File: src/rtl/height_history_ctrl_if.sv
// Sample handshake between the height sensor front end and height_history_ctrl.
// The sensor side drives valid/data; the controller answers with ready.
interface height_history_ctrl_if;
    logic       meas_valid;
    logic [7:0] meas_data;
    logic       meas_ready;

    modport master (
        output meas_valid,
        output meas_data,
        input  meas_ready
    );

    modport slave (
        input  meas_valid,
        input  meas_data,
        output meas_ready
    );
endinterface

File: src/rtl/height_history_ctrl.sv
// Averages 2^AVG_LOG2 sensor samples, clamps the result and commits it into a ten-entry
// history on frame_start. Optional macro HIST_DEDUP_EN suppresses repeated commits.
module height_history_ctrl #(
    parameter int AVG_LOG2   = 2,
    parameter int MAX_INCHES = 107,
    parameter int MIN_INCHES = 0
) (
    input  logic                        clk,
    input  logic                        reset_n,
    height_history_ctrl_if.slave        meas,
    input  logic                        frame_start,
    input  logic                        clear,
    output logic [7:0]                  hist_0,
    output logic [7:0]                  hist_1,
    output logic [7:0]                  hist_2,
    output logic [7:0]                  hist_3,
    output logic [7:0]                  hist_4,
    output logic [7:0]                  hist_5,
    output logic [7:0]                  hist_6,
    output logic [7:0]                  hist_7,
    output logic [7:0]                  hist_8,
    output logic [7:0]                  hist_9,
    output logic [3:0]                  entry_count,
`ifdef HIST_DEDUP_EN
    output logic                        dup_drop,
`endif
    output logic                        pending
);

    localparam int AW    = 8 + AVG_LOG2;
    localparam int CW    = AVG_LOG2 + 1;
    localparam int N     = 1 << AVG_LOG2;
    localparam int DEPTH = 10;

    localparam logic [CW-1:0]      LAST_CNT = CW'(N - 1);
    localparam logic signed [9:0]  MAX_S    = 10'(MAX_INCHES);
    localparam logic signed [9:0]  MIN_S    = 10'(MIN_INCHES);

    typedef enum logic [1:0] {
        ACCUM,
        DIVIDE,
        WAIT_FRAME
    } state_t;

    state_t          state_reg;
    state_t          state_next;

    logic [AW-1:0]   acc_reg;
    logic [CW-1:0]   cnt_reg;
    logic [7:0]      avg_reg;
    logic [7:0]      hist_reg [DEPTH];
    logic [3:0]      entry_count_reg;
    logic            pending_reg;
    logic            clear_pend_reg;
    logic            ready_en_reg;
`ifdef HIST_DEDUP_EN
    logic            dup_drop_reg;
`endif

    logic            ready_c;
    logic            accept_c;
    logic            clear_eff_c;
    logic            commit_c;
    logic [7:0]      avg_raw;
    logic [7:0]      avg_clamped;
    logic signed [9:0] avg_s;

    // A clear waits for a frame_start; clear and frame_start together act immediately.
    assign clear_eff_c = frame_start & (clear_pend_reg | clear);
    assign accept_c    = meas.meas_valid & ready_c;
    assign commit_c    = (state_reg == WAIT_FRAME) & frame_start & ~clear_eff_c;

    // Round half up before the shift; the accumulator has headroom for the bias.
    generate
        if (AVG_LOG2 == 0) begin : g_no_avg
            assign avg_raw = acc_reg[7:0];
        end else begin : g_avg
            logic [AW-1:0] rounded;
            assign rounded = acc_reg + AW'(1 << (AVG_LOG2 - 1));
            assign avg_raw = 8'(rounded >> AVG_LOG2);
        end
    endgenerate

    assign avg_s = $signed({2'b00, avg_raw});

    always_comb begin
        avg_clamped = avg_raw;
        if (avg_s > MAX_S) begin
            avg_clamped = MAX_S[7:0];
        end else if (avg_s < MIN_S) begin
            avg_clamped = MIN_S[7:0];
        end
    end

    always_ff @(posedge clk or negedge reset_n) begin
        if (!reset_n) begin
            state_reg <= ACCUM;
        end else begin
            state_reg <= state_next;
        end
    end

    always_comb begin
        state_next = state_reg;
        ready_c    = 1'b0;
        case (state_reg)
            ACCUM: begin
                ready_c = ready_en_reg;
                if (meas.meas_valid && ready_en_reg && cnt_reg == LAST_CNT) begin
                    state_next = DIVIDE;
                end
            end
            DIVIDE: begin
                state_next = WAIT_FRAME;
            end
            WAIT_FRAME: begin
                if (frame_start) begin
                    state_next = ACCUM;
                end
            end
            default: begin
                state_next = ACCUM;
            end
        endcase
        if (clear_eff_c) begin
            state_next = ACCUM;
        end
    end

    assign meas.meas_ready = ready_c;

    always_ff @(posedge clk or negedge reset_n) begin
        if (!reset_n) begin
            acc_reg         <= '0;
            cnt_reg         <= '0;
            avg_reg         <= '0;
            entry_count_reg <= '0;
            pending_reg     <= 1'b0;
            clear_pend_reg  <= 1'b0;
            ready_en_reg    <= 1'b0;
            for (int i = 0; i < DEPTH; i++) begin
                hist_reg[i] <= '0;
            end
`ifdef HIST_DEDUP_EN
            dup_drop_reg    <= 1'b0;
`endif
        end else begin
            ready_en_reg <= 1'b1;
`ifdef HIST_DEDUP_EN
            dup_drop_reg <= 1'b0;
`endif
            if (clear) begin
                clear_pend_reg <= 1'b1;
            end

            if (clear_eff_c) begin
                for (int i = 0; i < DEPTH; i++) begin
                    hist_reg[i] <= '0;
                end
                entry_count_reg <= '0;
                pending_reg     <= 1'b0;
                acc_reg         <= '0;
                cnt_reg         <= '0;
                clear_pend_reg  <= 1'b0;
            end else begin
                if (accept_c) begin
                    acc_reg <= acc_reg + AW'(meas.meas_data);
                    cnt_reg <= cnt_reg + 1'b1;
                end

                if (state_reg == DIVIDE) begin
                    avg_reg     <= avg_clamped;
                    acc_reg     <= '0;
                    cnt_reg     <= '0;
                    pending_reg <= 1'b1;
                end

                if (commit_c) begin
                    pending_reg <= 1'b0;
`ifdef HIST_DEDUP_EN
                    if (entry_count_reg != 4'd0 && avg_reg == hist_reg[0]) begin
                        dup_drop_reg <= 1'b1;
                    end else begin
`else
                    begin
`endif
                        hist_reg[0] <= avg_reg;
                        for (int i = 1; i < DEPTH; i++) begin
                            hist_reg[i] <= hist_reg[i-1];
                        end
                        if (entry_count_reg < 4'(DEPTH)) begin
                            entry_count_reg <= entry_count_reg + 4'd1;
                        end
                    end
                end
            end
        end
    end

    assign hist_0      = hist_reg[0];
    assign hist_1      = hist_reg[1];
    assign hist_2      = hist_reg[2];
    assign hist_3      = hist_reg[3];
    assign hist_4      = hist_reg[4];
    assign hist_5      = hist_reg[5];
    assign hist_6      = hist_reg[6];
    assign hist_7      = hist_reg[7];
    assign hist_8      = hist_reg[8];
    assign hist_9      = hist_reg[9];
    assign entry_count = entry_count_reg;
    assign pending     = pending_reg;
`ifdef HIST_DEDUP_EN
    assign dup_drop    = dup_drop_reg;
`endif

endmodule
File: src/flat_wrapper.sv
// flat-port wrapper written by rule: the top's interface ports become plain ports
module height_history_ctrl_flat 
#(
    parameter int AVG_LOG2   = 2,
    parameter int MAX_INCHES = 107,
    parameter int MIN_INCHES = 0
)
  (clk, reset_n, frame_start, clear, hist_0, hist_1, hist_2, hist_3, hist_4, hist_5, hist_6, hist_7, hist_8, hist_9, entry_count, pending, meas_meas_valid, meas_meas_data, meas_meas_ready);
  height_history_ctrl_if meas_i ();
  input  logic clk;
  input  logic reset_n;
  input  logic frame_start;
  input  logic clear;
  output logic [7:0] hist_0;
  output logic [7:0] hist_1;
  output logic [7:0] hist_2;
  output logic [7:0] hist_3;
  output logic [7:0] hist_4;
  output logic [7:0] hist_5;
  output logic [7:0] hist_6;
  output logic [7:0] hist_7;
  output logic [7:0] hist_8;
  output logic [7:0] hist_9;
  output logic [3:0] entry_count;
  output logic pending;
  input wire logic [$bits(meas_i.meas_valid)-1:0] meas_meas_valid;
  input wire logic [$bits(meas_i.meas_data)-1:0] meas_meas_data;
  output wire logic [$bits(meas_i.meas_ready)-1:0] meas_meas_ready;
  assign meas_i.meas_valid = meas_meas_valid;
  assign meas_i.meas_data = meas_meas_data;
  assign meas_meas_ready = meas_i.meas_ready;
  height_history_ctrl #(.AVG_LOG2(AVG_LOG2), .MAX_INCHES(MAX_INCHES), .MIN_INCHES(MIN_INCHES)) u_core (.clk(clk), .reset_n(reset_n), .meas(meas_i), .frame_start(frame_start), .clear(clear), .hist_0(hist_0), .hist_1(hist_1), .hist_2(hist_2), .hist_3(hist_3), .hist_4(hist_4), .hist_5(hist_5), .hist_6(hist_6), .hist_7(hist_7), .hist_8(hist_8), .hist_9(hist_9), .entry_count(entry_count), .pending(pending));
endmodule
File: config.mk
export PLATFORM = sky130hd
export DESIGN_NAME = height_history_ctrl_flat
export DESIGN_NICKNAME = d
export VERILOG_FILES = /design/src/rtl/height_history_ctrl_if.sv /design/src/rtl/height_history_ctrl.sv /design/src/flat_wrapper.sv
export SDC_FILE = /design/constraint.sdc
export NUM_CORES = 1
export LEC_CHECK = 0
export BUFFER_PORTS_ARGS = -buffer_cell sky130_fd_sc_hd__buf_2
export CELL_PAD_IN_SITES_DETAIL_PLACEMENT = 0
export CELL_PAD_IN_SITES_GLOBAL_PLACEMENT = 2
export CORE_UTILIZATION = 35
export DETAILED_ROUTE_END_ITERATION = 7
export GPL_ROUTABILITY_DRIVEN = 0
export PLACE_DENSITY_LB_ADDON = 0.08
export SYNTH_ARGS = -nofsm -noshare
export SYNTH_HDL_FRONTEND = slang
export SYNTH_SLANG_ARGS = --single-unit
File: constraint.sdc
create_clock -name clk -period 2 [get_ports clk]
set_input_delay 0.4 -clock clk [delete_from_list [all_inputs] [get_ports clk]]
set_output_delay 0.4 -clock clk [all_outputs]
set_load 0.01 [all_outputs]
==> metrics <==
CP Class reg2reg; length of the first detailed-routing pass in iterations 4; Max Transition Viols Final 0; dominant cells by area after synthesis dfrtp_1, a22o_1, ha_1; final-stage net count 519; sink count of the clock tree 110; post-synthesis area per instance 12.1 sq um; final setup skew 0.00800 ns; ys flop type dfrtp_1; r2r startpoint u_core.acc_reg[0]; number of remaining DRC errors 0; buffer count from post-CTS setup fixing 0; Hold Path Cell Cnt 2; least setup slack across all paths after layout 0.0509 ns; number of max-cap violations 0; starting density of the core 36.6%; number of top-level pins 99; Hold WC Path Type in2reg; Switching Share 25.6%; min-delay src frame_start; largest fanout on the critical path 3; final wirelength 10.9 mm; power per unit of standard cell area 817 nW/um^2; count of synthesis-stage warnings from yosys 0; clock network power share 39.3%; Post-Synthesis Cell Area 4690 sq um; row count 41; worst-path cell chain ha_2, inv_2, fa_2, nor2b_2, o31a_1, o21a_1, nor2_1, and3_1, a211o_1; reg2reg setup slack 0.05 ns; Final Hold Vio Count 0; share of synthesized area occupied by flip-flops and latches 58.7%; average routed wire per standard cell 16.3 um; static leakage power 2.99 nW; Synth top area share 58.7%; critical path required time 2.24 ns; clock tree from TritonCTS built; Reg power frac 50.4%; number of different library cells in the post-synthesis netlist 51; wire length of the first global-routing pass 17.8 mm; end of the worst hold path u_core.clear_pend_reg; clock latency on the worst-skew pair 0.35 ns; logic gate share of total power 10.2%; RR Endpoint u_core.acc_reg[6]; Critical Path Start Type register; dpl ws -0.147 ns; total die area 13,900 sq um; EDFF count, synth 0; post-route non-filler standard cell count 670; layout-stage area growth over the synthesis result 23.5%; synthesized flop and latch total 110; dpl cells 653; net count after synthesis 412; global-route total usage across every layer 16.2%; hpwl dp 7.47 mm; total congestion overflow 0; Power, Total 4.73 mW; RSZ-0062 raised after global routing yes; Placeable Area 12,800 sq um; proportion of register bits with asynchronous set or reset after synthesis 100%; CP max-delay cell dfrtp_1; via count of the first global-routing pass 3,294; worst path arrival time 2.19 ns; switching power 1.21 mW; detailed router's first-iteration violation count 204; setup violation total in the final timing report 0; root cell of the clock tree clkbuf_16; Worst path max stage delay 0.36 ns; family with the most delay on the worst path adder cells; Fillers 1,231; worst path bufs/invs 1; Critical Path Sink Type register; leading area contributor after synthesis dfrtp_1; Final min period 1.95 ns; VDD IR max 0.000423 V; flip-flop count of the largest register after layout 10; vias post-DR 3,464; count of buffers from port buffering 98; Power Internal 3.52 mW; antenna viol nets, final 0; number of standard cells after synthesis 386; die height 118 um; number of buffers on the longest clock path 2; routed via count divided by cell count 5.17; number of clock buffers inserted by TritonCTS 9; clock-pin transition on the worst setup and hold timing paths 0.08 ns; share of post-route cells with drive strength above 1 30.3%; maximum clock frequency 0.513 GHz; pin count of the biggest net entering global routing 81; final period utilization 97.5%; Worst R2R Path Depth 9; Die Width 118 um; H-Tree Level Count 3; number of diodes 0; total negative setup slack 0 ns; antenna violations before repair 0; status finished clean
-- kinds of logic after synthesis --
family                     synth area share [%]
other                                    0.0800
DFF                                        58.7
AOI/OAI and AO/OA                          22.5
buffers and inverters                      3.74
and+or+nand+nor                            9.34
xor gates and xnor gates                   2.05
adders and majority gates                  3.63
-- timing repair --
action,in CTS,in global routing
setup endpoints to repair,1,5
hold buffers,1,0
pin swaps,1,6
gates resized for setup,3,3
hold endpoints to repair,19,0
-- worst register-to-register path, delay by kind of cell, from the launching register on --
kind,cells,cell delay [ns]
compound gates,3,0.55
fa+ha+maj,2,0.55
buf+inv,1,0.04
flops,1,0.36
simple gates,3,0.33
-- area by class of cell --
class | count | area (sq um) | area share [%]
clock buffers | 10 | 239 | 4.13
repair buffers | 119 | 703 | 12.1
inverters | 6 | 22.5 | 0.389
clock inverters | 6 | 68.8 | 1.19
flip-flops and latches | 110 | 2750 | 47.5
well taps | 172 | 215 | 3.72
multi-input cells | 247 | 1790 | 30.9
-- cell usage after synthesis, drive strengths merged (2+ instances only) --
| master | instances |
|---|---|
| a211o | 2 |
| a211oi | 4 |
| a21o | 2 |
| a21oi | 18 |
| a22o | 80 |
| a31oi | 2 |
| and2 | 3 |
| and3 | 2 |
| buf | 12 |
| clkbuf | 10 |
| dfrtp | 110 |
| ha | 12 |
| inv | 6 |
| nand2 | 28 |
| nand2b | 4 |
| nand3 | 10 |
| nand4 | 2 |
| nor2 | 24 |
| nor3 | 4 |
| o211ai | 2 |
| o21a | 4 |
| o21ai | 16 |
| o22a | 2 |
| or3 | 3 |
| xnor2 | 8 |
| xor2 | 3 |
-- power by group through the flow --
stage | Sequential (mW) | Combinational [mW] | Clock [mW]
floorplan | 2.39 | 0.333 | 0
global placement | 2.43 | 0.482 | 0
detailed placement | 2.43 | 0.483 | 0
CTS | 2.38 | 0.490 | 1.92
global route | 2.40 | 0.547 | 2.01
finish | 2.38 | 0.484 | 1.86
-- layer usage --
layer,track usage (%),part of all wire [%],up-vias
met2,24.0,45,95
li1,-,-,1649
met5,0,0,-
met1,23.5,50,1704
met4,4.81,1.3,0
met3,3.83,4.0,16
-- layout by cell type, fill, tap and decap left out, types with 3 or more instances in the layout --
| cell | Yosys | final |
|---|---|---|
| a211oi_1 | 3 | 3 |
| a21oi_1 | 17 | 17 |
| a22o_1 | 80 | 80 |
| and2_1 | 3 | 3 |
| buf_12 | 0 | 4 |
| buf_2 | 11 | 97 |
| buf_4 | 1 | 17 |
| clkbuf_16 | 0 | 9 |
| dfrtp_1 | 110 | 110 |
| ha_1 | 12 | 10 |
| inv_1 | 6 | 5 |
| nand2_1 | 28 | 28 |
| nand2b_1 | 3 | 3 |
| nand3_1 | 9 | 9 |
| nor2_1 | 23 | 21 |
| nor3_1 | 3 | 3 |
| o21a_1 | 4 | 4 |
| o21ai_0 | 14 | 14 |
| or3_1 | 3 | 3 |
| xnor2_1 | 8 | 8 |
| xor2_1 | 3 | 3 |
-- metrics by stage --
step                area, sq um  utilization [%]  hold WS (ns)
floorplan                  4690                -         0.104
global placement           5460             42.6         0.335
detailed placement         5460             42.6         0.330
CTS                        5780             45.1         0.254
global route               5790             45.1         0.271
finish                     5790             45.1         0.268
-- worst max path at each step --
stage	slack, ns	to	start	cells past startpoint
after floorplan	0.09	u_core.acc_reg[6]	meas_meas_data[0]	9
after global placement	-0.09	u_core.acc_reg[6]	meas_meas_data[0]	10
after detailed placement	-0.15	u_core.acc_reg[6]	meas_meas_data[0]	10
after CTS	0.05	u_core.acc_reg[6]	u_core.acc_reg[0]	9
after global routing	-0.06	u_core.acc_reg[6]	u_core.acc_reg[0]	9
final	0.05	u_core.acc_reg[6]	u_core.acc_reg[0]	9
No activity file was read; power rests on OpenSTA's default activity.
